`src/rtl/card_grid_pkg.sv`:
```
// Shared colour codes and flip-state encoding for the memory-card grid renderer.
package card_grid_pkg;

    localparam logic [2:0] CLR_BG     = 3'b000;
    localparam logic [2:0] CLR_BACK   = 3'b001;
    localparam logic [2:0] CLR_MATCH  = 3'b010;
    localparam logic [2:0] CLR_FACE   = 3'b111;
    localparam logic [2:0] CLR_FLIP   = 3'b110;
    localparam logic [2:0] CLR_CURSOR = 3'b100;

    typedef enum logic {IDLE, FLIP} card_state_t;

endpackage

```
`src/rtl/card_flip_ctrl.sv`:
```
// One card's flip animation: counts FLIP_FRAMES frame ticks, then commits the latched target face.
module card_flip_ctrl
    import card_grid_pkg::*;
#(
    parameter int FLIP_FRAMES = 8
) (
    input  logic clk,
    input  logic rst_n,
    input  logic frameTick,
    input  logic reveal,
    output logic face,
    output logic flipping
);
    localparam int CNTW = $clog2(FLIP_FRAMES) + 1;

    card_state_t     state;
    logic [CNTW-1:0] cnt;
    logic            tgt;

    // reveal is sampled only when a flip starts; changes during a flip wait for the next tick after it ends
    always_ff @(posedge clk or negedge rst_n) begin
        if (!rst_n) begin
            state <= IDLE;
            cnt   <= '0;
            tgt   <= 1'b0;
            face  <= 1'b0;
        end else if (frameTick) begin
            case (state)
                IDLE: if (cnt == '0 && reveal != face) begin
                    cnt   <= CNTW'(FLIP_FRAMES);
                    tgt   <= reveal;
                    state <= FLIP;
                end
                FLIP: if (cnt == CNTW'(1)) begin
                    cnt   <= '0;
                    face  <= tgt;
                    state <= IDLE;
                end else begin
                    cnt <= cnt - CNTW'(1);
                end
                default: state <= IDLE;
            endcase
        end
    end

    assign flipping = (cnt != '0);

endmodule

```
`src/rtl/card_grid_draw.sv`:
```
// Two-stage pixel renderer: stage 1 locates the card under the pixel, stage 2 picks its colour.
module card_grid_draw
    import card_grid_pkg::*;
#(
    parameter int COLS        = 4,
    parameter int ROWS        = 4,
    parameter int CARD_W      = 80,
    parameter int CARD_H      = 90,
    parameter int GAP         = 20,
    parameter int X0          = 40,
    parameter int Y0          = 30,
    parameter int HW          = 10,
    parameter int SYM_W       = 4,
    parameter int FLIP_FRAMES = 8,
    localparam int N          = COLS * ROWS,
    localparam int IW         = $clog2(N)
) (
    input  logic             clk,
    input  logic             reset_n,
    input  logic [HW-1:0]    HCount,
    input  logic [HW-1:0]    VCount,
    input  logic             video_on,
    input  logic             frame_tick,
    input  logic             sym_we,
    input  logic [IW-1:0]    sym_addr,
    input  logic [SYM_W-1:0] sym_data,
    input  logic [N-1:0]     reveal,
    input  logic [N-1:0]     matched,
    input  logic             cursor_en,
    input  logic [IW-1:0]    cursor,
    output logic [2:0]       rgb,
    output logic             card_hit,
    output logic [IW-1:0]    card_idx,
    output logic             busy
);
    localparam int CW = (COLS > 1) ? $clog2(COLS) : 1;
    localparam int RW = (ROWS > 1) ? $clog2(ROWS) : 1;

    logic [N-1:0][SYM_W-1:0] symTab;
    logic [N-1:0]            face;
    logic [N-1:0]            flipping;

    for (genvar i = 0; i < N; i++) begin : g_card
        card_flip_ctrl #(.FLIP_FRAMES(FLIP_FRAMES)) u_flip (
            .clk      (clk),
            .rst_n    (reset_n),
            .frameTick(frame_tick),
            .reveal   (reveal[i]),
            .face     (face[i]),
            .flipping (flipping[i])
        );
    end

    // Stage 1: per-column/row window compares, no division
    logic          colHit, rowHit;
    logic [CW-1:0] colSel;
    logic [RW-1:0] rowSel;
    logic [HW-1:0] lxC, lyC, xBase, yBase;

    always_comb begin
        colHit = 1'b0; colSel = '0; lxC = '0; xBase = '0;
        rowHit = 1'b0; rowSel = '0; lyC = '0; yBase = '0;
        for (int c = 0; c < COLS; c++) begin
            xBase = HW'(X0 + c * (CARD_W + GAP));
            if (HCount >= xBase && HCount < xBase + HW'(CARD_W)) begin
                colHit = 1'b1;
                colSel = CW'(c);
                lxC    = HCount - xBase;
            end
        end
        for (int r = 0; r < ROWS; r++) begin
            yBase = HW'(Y0 + r * (CARD_H + GAP));
            if (VCount >= yBase && VCount < yBase + HW'(CARD_H)) begin
                rowHit = 1'b1;
                rowSel = RW'(r);
                lyC    = VCount - yBase;
            end
        end
    end

    logic          s1Vid, s1Hit;
    logic [IW-1:0] s1Idx;
    logic [HW-1:0] s1Lx, s1Ly;

    always_ff @(posedge clk or negedge reset_n) begin
        if (!reset_n) begin
            s1Vid <= 1'b0;
            s1Hit <= 1'b0;
            s1Idx <= '0;
            s1Lx  <= '0;
            s1Ly  <= '0;
        end else begin
            s1Vid <= video_on;
            s1Hit <= colHit && rowHit;
            s1Idx <= (colHit && rowHit) ? IW'(int'(rowSel) * COLS + int'(colSel)) : '0;
            s1Lx  <= lxC;
            s1Ly  <= lyC;
        end
    end

    // Stage 2: symbol lookup and colour priority
    logic [SYM_W-1:0] symCur;
    logic             border, inner;
    logic [2:0]       rgbNext;

    always_comb begin
        symCur = symTab[s1Idx];
        border = s1Lx < HW'(2) || s1Lx >= HW'(CARD_W - 2) ||
                 s1Ly < HW'(2) || s1Ly >= HW'(CARD_H - 2);
        inner  = s1Lx >= HW'(CARD_W / 4) && s1Lx < HW'(3 * CARD_W / 4) &&
                 s1Ly >= HW'(CARD_H / 4) && s1Ly < HW'(3 * CARD_H / 4);
        if (!s1Vid || !s1Hit)                             rgbNext = CLR_BG;
        else if (cursor_en && s1Idx == cursor && border)  rgbNext = CLR_CURSOR;
        else if (flipping[s1Idx])                         rgbNext = CLR_FLIP;
        else if (!face[s1Idx])                            rgbNext = CLR_BACK;
        else if (matched[s1Idx])                          rgbNext = CLR_MATCH;
        else if (inner)                                   rgbNext = symCur[2:0];
        else                                              rgbNext = CLR_FACE;
    end

    always_ff @(posedge clk or negedge reset_n) begin
        if (!reset_n) begin
            rgb      <= '0;
            card_hit <= 1'b0;
            card_idx <= '0;
            busy     <= 1'b0;
            symTab   <= '0;
        end else begin
            rgb      <= rgbNext;
            card_hit <= s1Hit;
            card_idx <= s1Idx;
            busy     <= |flipping;
            if (sym_we) symTab[sym_addr] <= sym_data;
        end
    end

endmodule

```
`config.mk`:
```
export PLATFORM = sky130hd
export DESIGN_NAME = card_grid_draw
export DESIGN_NICKNAME = d
export VERILOG_FILES = /design/src/rtl/card_grid_pkg.sv /design/src/rtl/card_flip_ctrl.sv /design/src/rtl/card_grid_draw.sv
export SDC_FILE = /design/constraint.sdc
export NUM_CORES = 1
export LEC_CHECK = 0
export BUFFER_PORTS_ARGS = -buffer_cell sky130_fd_sc_hd__buf_2
export CAP_MARGIN = 20
export CORE_MARGIN = 2
export CORE_UTILIZATION = 60
export DETAILED_ROUTE_END_ITERATION = 7
export GPL_TIMING_DRIVEN = 0
export HOLD_SLACK_MARGIN = 0.03
export PLACE_DENSITY = 0.79
export SLEW_MARGIN = 25
export SYNTH_ARGS = -nofsm -noshare
export SYNTH_HDL_FRONTEND = slang
export SYNTH_SLANG_ARGS = --single-unit
```
`constraint.sdc`:
```
create_clock -name clk -period 2.9 [get_ports clk]
set_input_delay 0.58 -clock clk [delete_from_list [all_inputs] [get_ports clk]]
set_output_delay 0.58 -clock clk [all_outputs]
set_load 0.05 [all_outputs]
```
==> results of run 1 <==
-- how the worst max path moves through the flow --
stage	endpoint	slack, ns	depth (start not counted)
floorplan	s1Lx[6]$_DFF_PN0_	0.52	10
global placement	s1Lx[4]$_DFF_PN0_	-1.87	1
detailed placement	s1Lx[9]$_DFF_PN0_	-0.09	11
CTS	rgb[2]$_DFF_PN0_	0.09	8
global route	s1Lx[9]$_DFF_PN0_	0.05	11
finish	rgb[1]$_DFF_PN0_	0.21	7
-- Yosys cell counts, types with 3 or more instances --
cell type	number
a211o_1	17
a211oi_1	6
a21o_1	4
a21oi_1	35
a22oi_1	11
a311o_1	3
a31oi_1	3
and3_1	20
buf_2	3
clkbuf_1	22
dfrtp_1	194
ha_1	71
inv_1	76
mux2_2	80
mux4_2	25
nand2_1	51
nand2b_1	21
nand3_1	69
nand3b_1	5
nand4_1	5
nor2_1	62
nor2b_1	12
nor3_1	39
nor3b_1	19
o2111ai_1	4
o211a_1	3
o211ai_1	3
o21a_1	4
o21ai_0	41
o21ai_1	11
o221ai_1	9
o22ai_1	6
o31ai_1	15
or3_1	5
or4_1	19
xnor2_1	7
xor2_1	21
-- power by group --
group / internal [mW] / leakage, nW / switching, mW
Clock: 1.34 / 0.280 / 0.983
Sequential: 3.65 / 2.42 / 0.810
Combinational: 1.43 / 2.99 / 1.60
Total: 6.41 / 5.69 / 3.39
-- through the flow --
step / cell area, um^2 / hold WS (ns) / utilization [%] / cells / worst slack, ns
final: 12200 / 0.0628 / 68.2 / 1367 / 0.213
after global routing: 12200 / 0.0776 / 68.2 / 1367 / 0.0481
after CTS: 12200 / 0.0757 / 68.2 / 1368 / 0.0887
after detailed placement: 11600 / 0.364 / 65.0 / 1337 / -0.0871
after global placement: 11600 / 0.359 / 64.6 / 1335 / -1.87
after floorplan: 10900 / 0.284 / - / 1032 / 0.523
-- registers in the layout, summed over array words and instances, names as in the netlist --
name,cells
busy,1
card_hit,1
g_card.u_flip.cnt,64
s1Ly,10
s1Hit,1
s1Idx,4
rgb,3
s1Vid,1
card_idx,4
symTab,48
g_card.u_flip.tgt,16
s1Lx,9
g_card.u_flip.face,16
g_card.u_flip.state,16
-- metal layers --
metal	GRT usage [%]	vias to the layer above	share of wire, %
li1	-	3954	-
met1	35.7	4135	43
met2	43.3	254	49
met3	5.01	42	5.3
met4	8.77	0	2.1
met5	0	-	0
-- cell type report --
type                            count  share of cell area (%)
Tap cell                          229                    2.35
Buffer                             25                   0.850
Timing Repair Buffer               76                    3.57
Multi-Input combinational cell    735                    46.4
Clock inverter                      8                   0.840
Sequential cell                   194                    39.7
Clock buffer                       23                    3.91
Inverter                           77                    2.37
-- logic make-up after synthesis --
group           synth area share (%)
flops                           44.5
buf+inv                         3.61
compound gates                  11.9
fa+ha+maj                       8.14
mux                             13.4
simple gates                    16.2
xor+xnor                        2.25
-- timing repair --
| item | CTS | global route |
|---|---|---|
| setup endpoints to repair | 3 | 3 |
| hold buffers | 0 | 0 |
| resized for setup | 1 | 1 |
==> metrics.txt, run 1 <==
Routed wire per std cell=17.9 um; Multi-input gate area=5660 um^2; Clk Tree Root Cell=clkbuf_16; CP max-delay cell=clkbuf_2; Placeable Area=17,900 um^2; Row Count=49; commonest non-fill, non-tap cell in the layout=dfrtp_1; Worst Hold Class=input pin to asynchronous set/reset pin; synth unique cells=60; nature of the critical path endpoint=register; pwr dens=803 nW/um^2; global-route wire length before repair=40,900 um; Final #Nets=1,267; minimum clock period=2.69 ns; worst r2r path cells=7; post-route setup TNS=0 ns; Clock Path Buffers=2; grt total ovfl=0; DRC Markers=0; R2R Setup Slk=0.21 ns; max capacitance violation total=0; Yosys reg bits=194; ys async rst share=100%; status=finished, final reports clean; Top delay family on crit path=buffers and inverters; Crit. Startpoint=s1Idx[1]$_DFF_PN0_; postcts setup bufs=0; cells along the critical path=clkbuf_1, buf_2, clkbuf_2, mux4_2, a22oi_1, nand2_1, a21boi_1; Final Hold Viols=0; most frequent cells in the layout=dfrtp_1 (194), mux2_2 (80), inv_1 (76), buf_2 (74), ha_1 (71); Fin Clk Skew=0.00620 ns; vias in the first global route=8,366; num ports=79; CTS H-tree depth=4; crit path max fanout=10; Post-synth EDFFs=0; post-DP HPWL=17,900 um; RSZ-0062 raised after global routing=no; syn nets=1,173; Post-Syn Instances=1,032; worst r2r src=s1Idx[1]$_DFF_PN0_; Syn Area/Cell=10.6 um^2; Final Cycle Share=92.6%; clock latency on the worst-skew pair=0.43 ns; CTS tree=done; layout cells sized above 1=18.8%; Final setup violation count=0; die area=19,300 um^2; largest net degree at the start of global routing=71; largest cells by area after synthesis=dfrtp_1 (44%), mux2_2 (8.3%), ha_1 (8.1%); top-area cell type share of the netlist area=44.5%; worst rel slew slack=37.5%; Clock transition at path regs=0.07 ns; f_max=372 MHz; Initial DRT Pass Iterations=5; worst path bufs/invs=3; sequential cell area=4850 um^2; Iter 0 DRT Violations=701; CP Class=register to register; routability cong.=0.912; Worst Path Required=3.21 ns; fillers=1,331; Die Y=139 um; Worst-Margin Slew=0.930 ns; initial antenna violation count=0; Worst EP arrival=3.00 ns; IO Port Bufs=74; Post-Synthesis Cell Area=10,900 um^2; dominant synthesized flop cell=dfrtp_1; warnings from Yosys=0; capturing point of the worst reg2reg path=rgb[1]$_DFF_PN0_; ANT nets after route=0; highest ir drop seen on vdd=694 uV; area delta synth->final=11.9%; DR vias/cell=6.13; clk sinks=194; Pwr Total=9.81 mW; max incr delay on CP=0.42 ns; max-slew violation count=0; Startpoint Class=register; Synth area leader=dfrtp_1; total CTS buffers=17; total track usage=26.3%; routed wire length=24,500 um; initial core utilization=61.0%; static leakage=5.69 nW; via count=8,385; ant diodes=0; Die Width=139 um; sequential element share of the synthesized area=44.5%
Power figures use the tool's default switching activity.
==> inputs of run 2 (changes only) <==
Settings changed: SYNTH_HIERARCHICAL set to 1.
==> run 2 against run 1 <==
First-iteration DRC count shrank 4.7%. Global-route usage shrank 0.33 points. Sequential share of layout area fell by 1.6 points. Register-to-register slack got worse by 0.16 ns. Combinational power rose by 16%. Synthesized cell count increased by 6.4%. Maximum frequency fell by 5.5%. Worst setup slack got worse by 0.16 ns. Critical endpoint unchanged.
==> metrics.txt, run 2 <==
Worst EP arrival=3.14 ns (was 3.00 ns); largest net degree at the start of global routing=70 (was 71); Final Core Density=68.5% (was 68.2%); DR vias/cell=6.21 (was 6.13); Placeable Area=18,600 um^2 (was 17,900 um^2); num ports=79 (unchanged); CP Class=register to register (unchanged); crit path max fanout=4 (was 10); Final Cycle Share=98.1% (was 92.6%); DRC Markers=0 (unchanged); Top reg by flops=g_card.u_flip/cnt (was g_card.u_flip.cnt); die area=20,000 um^2 (was 19,300 um^2); total track usage=26.0% (was 26.3%); clk sinks=194 (unchanged); ANT nets after route=0 (unchanged); Iter 0 DRT Violations=668 (was 701); top-area cell type share of the netlist area=42.9% (was 44.5%); Fin Clk Skew=0.0129 ns (was 0.00620 ns); worst r2r src=g_card[12].u_flip/cnt[0]$_DFFE_PN0P_ (was s1Idx[1]$_DFF_PN0_); vias in the first global route=8,729 (was 8,366); routability cong.=0.899 (was 0.912); Die Width=141 um (was 139 um); RSZ-0062 raised after global routing=no (unchanged); Worst Hold Class=input pin to asynchronous set/reset pin (unchanged); warnings from Yosys=6 (was 0); Top Registers=g_card.u_flip/cnt: 64 flops, symTab: 48 flops (was g_card.u_flip.cnt: 64 flops, symTab: 48 flops); Clock transition at path regs=0.07 ns (about the same); sequential element share of the synthesized area=42.9% (was 44.5%); post-route setup TNS=0 ns (unchanged); layout cells sized above 1=19.6% (was 18.8%); Clk Tree Root Cell=clkbuf_16 (unchanged); commonest non-fill, non-tap cell in the layout=dfrtp_1 (unchanged); Syn Area/Cell=10.3 um^2 (was 10.6 um^2); R2R Setup Slk=0.06 ns (was 0.21 ns); worst r2r path cells=8 (was 7); initial antenna violation count=1 (was 0); static leakage=5.82 nW (was 5.69 nW); Synth area leader=dfrtp_1 (unchanged); IO Port Bufs=75 (was 74); Post-Syn Instances=1,098 (was 1,032); Placed Cells=1,410 (was 1,337); total CTS buffers=17 (unchanged); fin cells=1,443 (was 1,367); Final #Nets=1,320 (was 1,267); most numerous cell in the Yosys netlist=dfrtp_1 (unchanged); largest cells by area after synthesis=dfrtp_1 (43%), mux2_2 (6.4%), ha_1 (6.1%) (was dfrtp_1 (44%), mux2_2 (8.3%), ha_1 (8.1%)); Worst Path Required=3.20 ns (was 3.21 ns); Die Y=141 um (was 139 um); global-route wire length before repair=41,900 um (was 40,900 um); Post-Synthesis Cell Area=11,300 um^2 (was 10,900 um^2); Crit. Startpoint=g_card[12].u_flip/cnt[0]$_DFFE_PN0P_ (was s1Idx[1]$_DFF_PN0_); highest ir drop seen on vdd=434 uV (was 694 uV); syn nets=1,223 (was 1,173); synth unique cells=68 (was 60); Place WS=-0.138 ns (was -0.0871 ns); Post-synth EDFFs=0 (unchanged); Clock Path Buffers=2 (unchanged); CTS tree=done (unchanged); Pwr Total=10.5 mW (was 9.81 mW); synth cell count leaders=dfrtp_1 (194), inv_1 (115), nand2_1 (75) (was dfrtp_1 (194), mux2_2 (80), inv_1 (76)); pwr dens=824 nW/um^2 (was 803 nW/um^2); Hold Buf Count CTS=0 (unchanged); f_max=352 MHz (was 372 MHz); status=finished, final reports clean (unchanged); Yosys reg bits=194 (unchanged); routed wire length=25,200 um (was 24,500 um); post-DP HPWL=18,100 um (was 17,900 um); Final Hold Viols=0 (unchanged); nature of the critical path endpoint=register (unchanged); dominant synthesized flop cell=dfrtp_1 (unchanged); final setup margin=0.0565 ns (was 0.213 ns); Final setup violation count=0 (unchanged); clock latency on the worst-skew pair=0.44 ns (was 0.43 ns); Row Count=50 (was 49); capturing point of the worst reg2reg path=rgb[1]$_DFF_PN0_ (unchanged); most frequent cells in the layout=dfrtp_1 (194), inv_1 (115), buf_2 (76), nand2_1 (75), mux2_2 (64) (was dfrtp_1 (194), mux2_2 (80), inv_1 (76), buf_2 (74), ha_1 (71)); max-slew violation count=0 (unchanged); Initial DRT Pass Iterations=5 (unchanged); area delta synth->final=12.6% (was 11.9%); Worst-Margin Slew=0.786 ns (was 0.930 ns); via count=8,957 (was 8,385); Startpoint Class=register (unchanged); minimum clock period=2.84 ns (was 2.69 ns); Routed wire per std cell=17.4 um (was 17.9 um); max capacitance violation total=0 (unchanged); grt total ovfl=0 (unchanged); CTS H-tree depth=4 (unchanged); initial core utilization=60.8% (was 61.0%); ys async rst share=100% (unchanged); worst rel slew slack=47.4% (was 37.5%); max reg flops=64 (unchanged)
-- run 2: per-layer routing --
layer	part of all wire [%]	vias up	GRT usage (%)
met5	0	-	0
met4	1.8	0	7.32
met3	4.8	33	4.52
met2	50	245	43.8
met1	44	4430	35.1
li1	-	4249	-
-- run 2: worst max-delay path, stage by stage, from the launching register on --
cell and delay [ns]:
dfrtp_1 0.41, inv_1 0.09, ha_1 0.17, nor3b_1 0.38
inv_1 0.11, mux4_2 0.50, mux4_2 0.55, nor4b_1 0.37
nor3_1 0.13
-- run 2: logic make-up (layout without fill, tap and decap cells) --
group	Yosys count	count (layout)	share of synthesized area [%]
AO/OA/AOI/OAI	228	228	14.8
XOR/XNOR	27	27	2.09
adder cells (fa/ha/maj)	55	55	6.09
buffers and inverters	137	247	4.78
flip-flops	194	194	42.9
multiplexers	96	96	12.1
other	0	1	0
AND/OR/NAND/NOR	361	361	17.2
-- run 2: area by class of cell --
type	instances	area (um^2)
Tap cell	234	293
Clock inverter	11	103
Fill cell	1372	5850
Clock buffer	21	480
Buffer	21	114
Antenna cell	1	2.50
Timing Repair Buffer	78	470
Multi-Input combinational cell	767	5980
Inverter	116	435
Sequential cell	194	4850
-- run 2: worst max path at each step --
stage                                         to  slack [ns]  cells after the start
after global placement    symTab[28]$_DFFE_PN0P_       -1.87                      1
after CTS                       rgb[1]$_DFF_PN0_       0.006                      8
after detailed placement       s1Ly[5]$_DFF_PN0_       -0.14                     10
after floorplan                 rgb[1]$_DFF_PN0_        0.45                      8
after global routing            rgb[1]$_DFF_PN0_       0.006                      8
final                           rgb[1]$_DFF_PN0_        0.06                      8
-- run 2: timing repair --
item / CTS / global route
buffers inserted: 0 / 0
setup endpoints to repair: 3 / 2
cloned: 0 / 0
resized for setup: 6 / 12
endpoints found under the hold margin: 0 / 0
-- run 2: through the flow --
stage                     hold WS (ns)  instance area (um^2)
after floorplan                  0.284                 11300
after global placement           0.361                 12000
after detailed placement         0.359                 12100
after CTS                       0.0940                 12700
after global routing             0.108                 12700
final                           0.0610                 12700
-- run 2: report_power, final --
part           switching (mW)  internal (mW)  total [mW]
registers                1.01           3.66        4.68
clock network            1.03           1.28        2.31
logic                    1.75           1.76        3.51
total                    3.80           6.70        10.5
==> inputs of run 3 (changes only) <==
Settings changed: CORE_UTILIZATION 60 to 55, HOLD_SLACK_MARGIN 0.03 to unset, PLACE_DENSITY 0.79 to 0.77.
Clock period 2.9 ns to 2.37 ns, I/O delays scaled along.
==> run 3 against run 2 <==
The flow now finishes with violations (hold timing, setup timing). First-iteration DRC count is 22% lower. Flip-flop and latch count stayed put. Utilization fell by 2.0 points. Clock skew down 0.0038 ns. Sequential power is 23% higher. Cell count increased by 6.1%. Critical path type unchanged. Largest cell class unchanged.
==> metrics.txt, run 3 (synthesized netlist as in run 2, its figures left out) <==
status=finished with violations (was finished, final reports clean); failing checks=hold timing, setup timing; DR vias/cell=6.06 (was 6.21); nature of the critical path endpoint=register (unchanged); Final #Nets=1,372 (was 1,320); initial antenna violation count=2 (was 1); via count=9,282 (was 8,957); highest ir drop seen on vdd=525 uV (was 434 uV); Fin Clk Skew=0.00911 ns (was 0.0129 ns); Crit. Startpoint=g_card[13].u_flip/cnt[0]$_DFFE_PN0P_ (was g_card[12].u_flip/cnt[0]$_DFFE_PN0P_); Worst-Margin Slew=0.704 ns (was 0.786 ns); ANT nets after route=0 (unchanged); total track usage=24.8% (was 26.0%); Worst Hold Class=input pin to asynchronous set/reset pin (unchanged); Placeable Area=20,200 um^2 (was 18,600 um^2); crit path max fanout=3 (was 4); Startpoint Class=register (unchanged); Routed wire per std cell=17.2 um (was 17.4 um); initial core utilization=55.9% (was 60.8%); CP Class=register to register (unchanged); global-route wire length before repair=43,800 um (was 41,900 um); static leakage=6.12 nW (was 5.82 nW); post-DP HPWL=18,100 um (about the same); Die Width=147 um (was 141 um); Worst EP arrival=2.78 ns (was 3.14 ns); cells along the critical path=inv_1, ha_2, nor3b_4, inv_2, mux4_2, mux4_2, nor4b_4, nor3_2 (was inv_1, ha_1, nor3b_1, inv_1, mux4_2, mux4_2, nor4b_1, nor3_1); largest net degree at the start of global routing=79 (was 70); routed wire length=26,300 um (was 25,200 um); minimum clock period=2.47 ns (was 2.84 ns); max incr delay on CP=0.55 ns (about the same); Placed Cells=1,446 (was 1,410); Clock transition at path regs=0.07 ns (about the same); commonest non-fill, non-tap cell in the layout=dfrtp_1 (unchanged); Clock Path Buffers=2 (unchanged); clk sinks=194 (unchanged); most frequent cells in the layout=dfrtp_1 (194), inv_1 (81), buf_2 (79), nand2_1 (75), mux2_2 (64) (was dfrtp_1 (194), inv_1 (115), buf_2 (76), nand2_1 (75), mux2_2 (64)); Pwr Total=14.0 mW (was 10.5 mW); RSZ-0062 raised after global routing=yes (was no); max capacitance violation total=0 (unchanged); CTS H-tree depth=4 (unchanged); f_max=405 MHz (was 352 MHz); area delta synth->final=19.0% (was 12.6%); Final setup violation count=3 (was 0); post-route setup TNS=-0.109 ns (was 0 ns); Final Hold Viols=6 (was 0); CTS tree=done (unchanged); fin cells=1,531 (was 1,443); Place WS=-0.492 ns (was -0.138 ns); Die Y=147 um (was 141 um); Post-DP Area=12,200 um^2 (was 12,100 um^2); CP max-delay cell=mux4_2 (unchanged); worst r2r path cells=8 (unchanged); final setup margin=-0.0996 ns (was 0.0565 ns); Finished Cell Area=13,500 um^2 (was 12,700 um^2); total CTS buffers=17 (unchanged); Clk Tree Root Cell=clkbuf_16 (unchanged); capturing point of the worst reg2reg path=rgb[1]$_DFF_PN0_ (unchanged); grt total ovfl=0 (unchanged); Top reg by flops=g_card.u_flip/cnt (unchanged); num ports=79 (unchanged); Final Core Density=66.5% (was 68.5%); Iter 0 DRT Violations=521 (was 668); routability cong.=0.947 (was 0.899); vias in the first global route=8,934 (was 8,729); layout cells sized above 1=27.7% (was 19.6%); Top Registers=g_card.u_flip/cnt: 64 flops, symTab: 48 flops (unchanged); DRC Markers=0 (unchanged); Top delay family on crit path=multiplexers (unchanged); Final Cycle Share=104% (was 98.1%); minimum hold slack=-0.0269 ns (was 0.0610 ns); worst path bufs/invs=2 (unchanged); most used cell, CP=mux4_2; max reg flops=64 (unchanged); IO Port Bufs=75 (unchanged); R2R Setup Slk=-0.1 ns (was 0.06 ns); worst rel slew slack=52.8% (was 47.4%); max-slew violation count=0 (unchanged); pwr dens=1040 nW/um^2 (was 824 nW/um^2); clock latency on the worst-skew pair=0.43 ns (was 0.44 ns); Initial DRT Pass Iterations=5 (unchanged); worst r2r src=g_card[13].u_flip/cnt[0]$_DFFE_PN0P_ (was g_card[12].u_flip/cnt[0]$_DFFE_PN0P_); Row Count=52 (was 50); Worst Path Required=2.68 ns (was 3.20 ns); die area=21,700 um^2 (was 20,000 um^2)
==> run 3: worst max path at each step <==
stage	endpoint	slack, ns	cells after the start
after CTS	rgb[1]$_DFF_PN0_	-0.04	8
after floorplan	rgb[1]$_DFF_PN0_	0.04	8
after detailed placement	s1Ly[7]$_DFF_PN0_	-0.49	10
final	rgb[1]$_DFF_PN0_	-0.1	8
after global routing	rgb[1]$_DFF_PN0_	-0.17	8
after global placement	symTab[30]$_DFFE_PN0P_	-2.30	1
==> run 3: area by class of cell <==
type	instances	area, um^2
clock buffers	18	439
flip-flops and latches	194	4850
plain buffers	20	111
inverters	116	439
clock inverters	14	148
multi-input cells	767	6250
well taps	270	338
repair buffers	131	872
diodes	1	2.50
fillers	1530	6780
==> run 3: report_power, final <==
group | internal, mW | switching [mW]
combinational | 2.88 | 2.52
sequential | 4.48 | 1.30
clock | 1.52 | 1.34
==> run 3: repair_timing <==
action | 4_1_cts | 5_1_grt
gates resized for setup | 52 | 43
endpoints found under the setup margin | 5 | 19
pin swaps | 5 | 7
buffers inserted | 38 | 15
hold buffers | 0 | 0
cloned | 0 | 0
==> run 3: routing by layer <==
| layer | GRT usage [%] | part of all wire [%] |
|---|---|---|
| met1 | 33.6 | 44 |
| met2 | 41.2 | 49 |
| met3 | 4.04 | 5.0 |
| met4 | 8.13 | 2.1 |
| met5 | 0 | 0.049 |
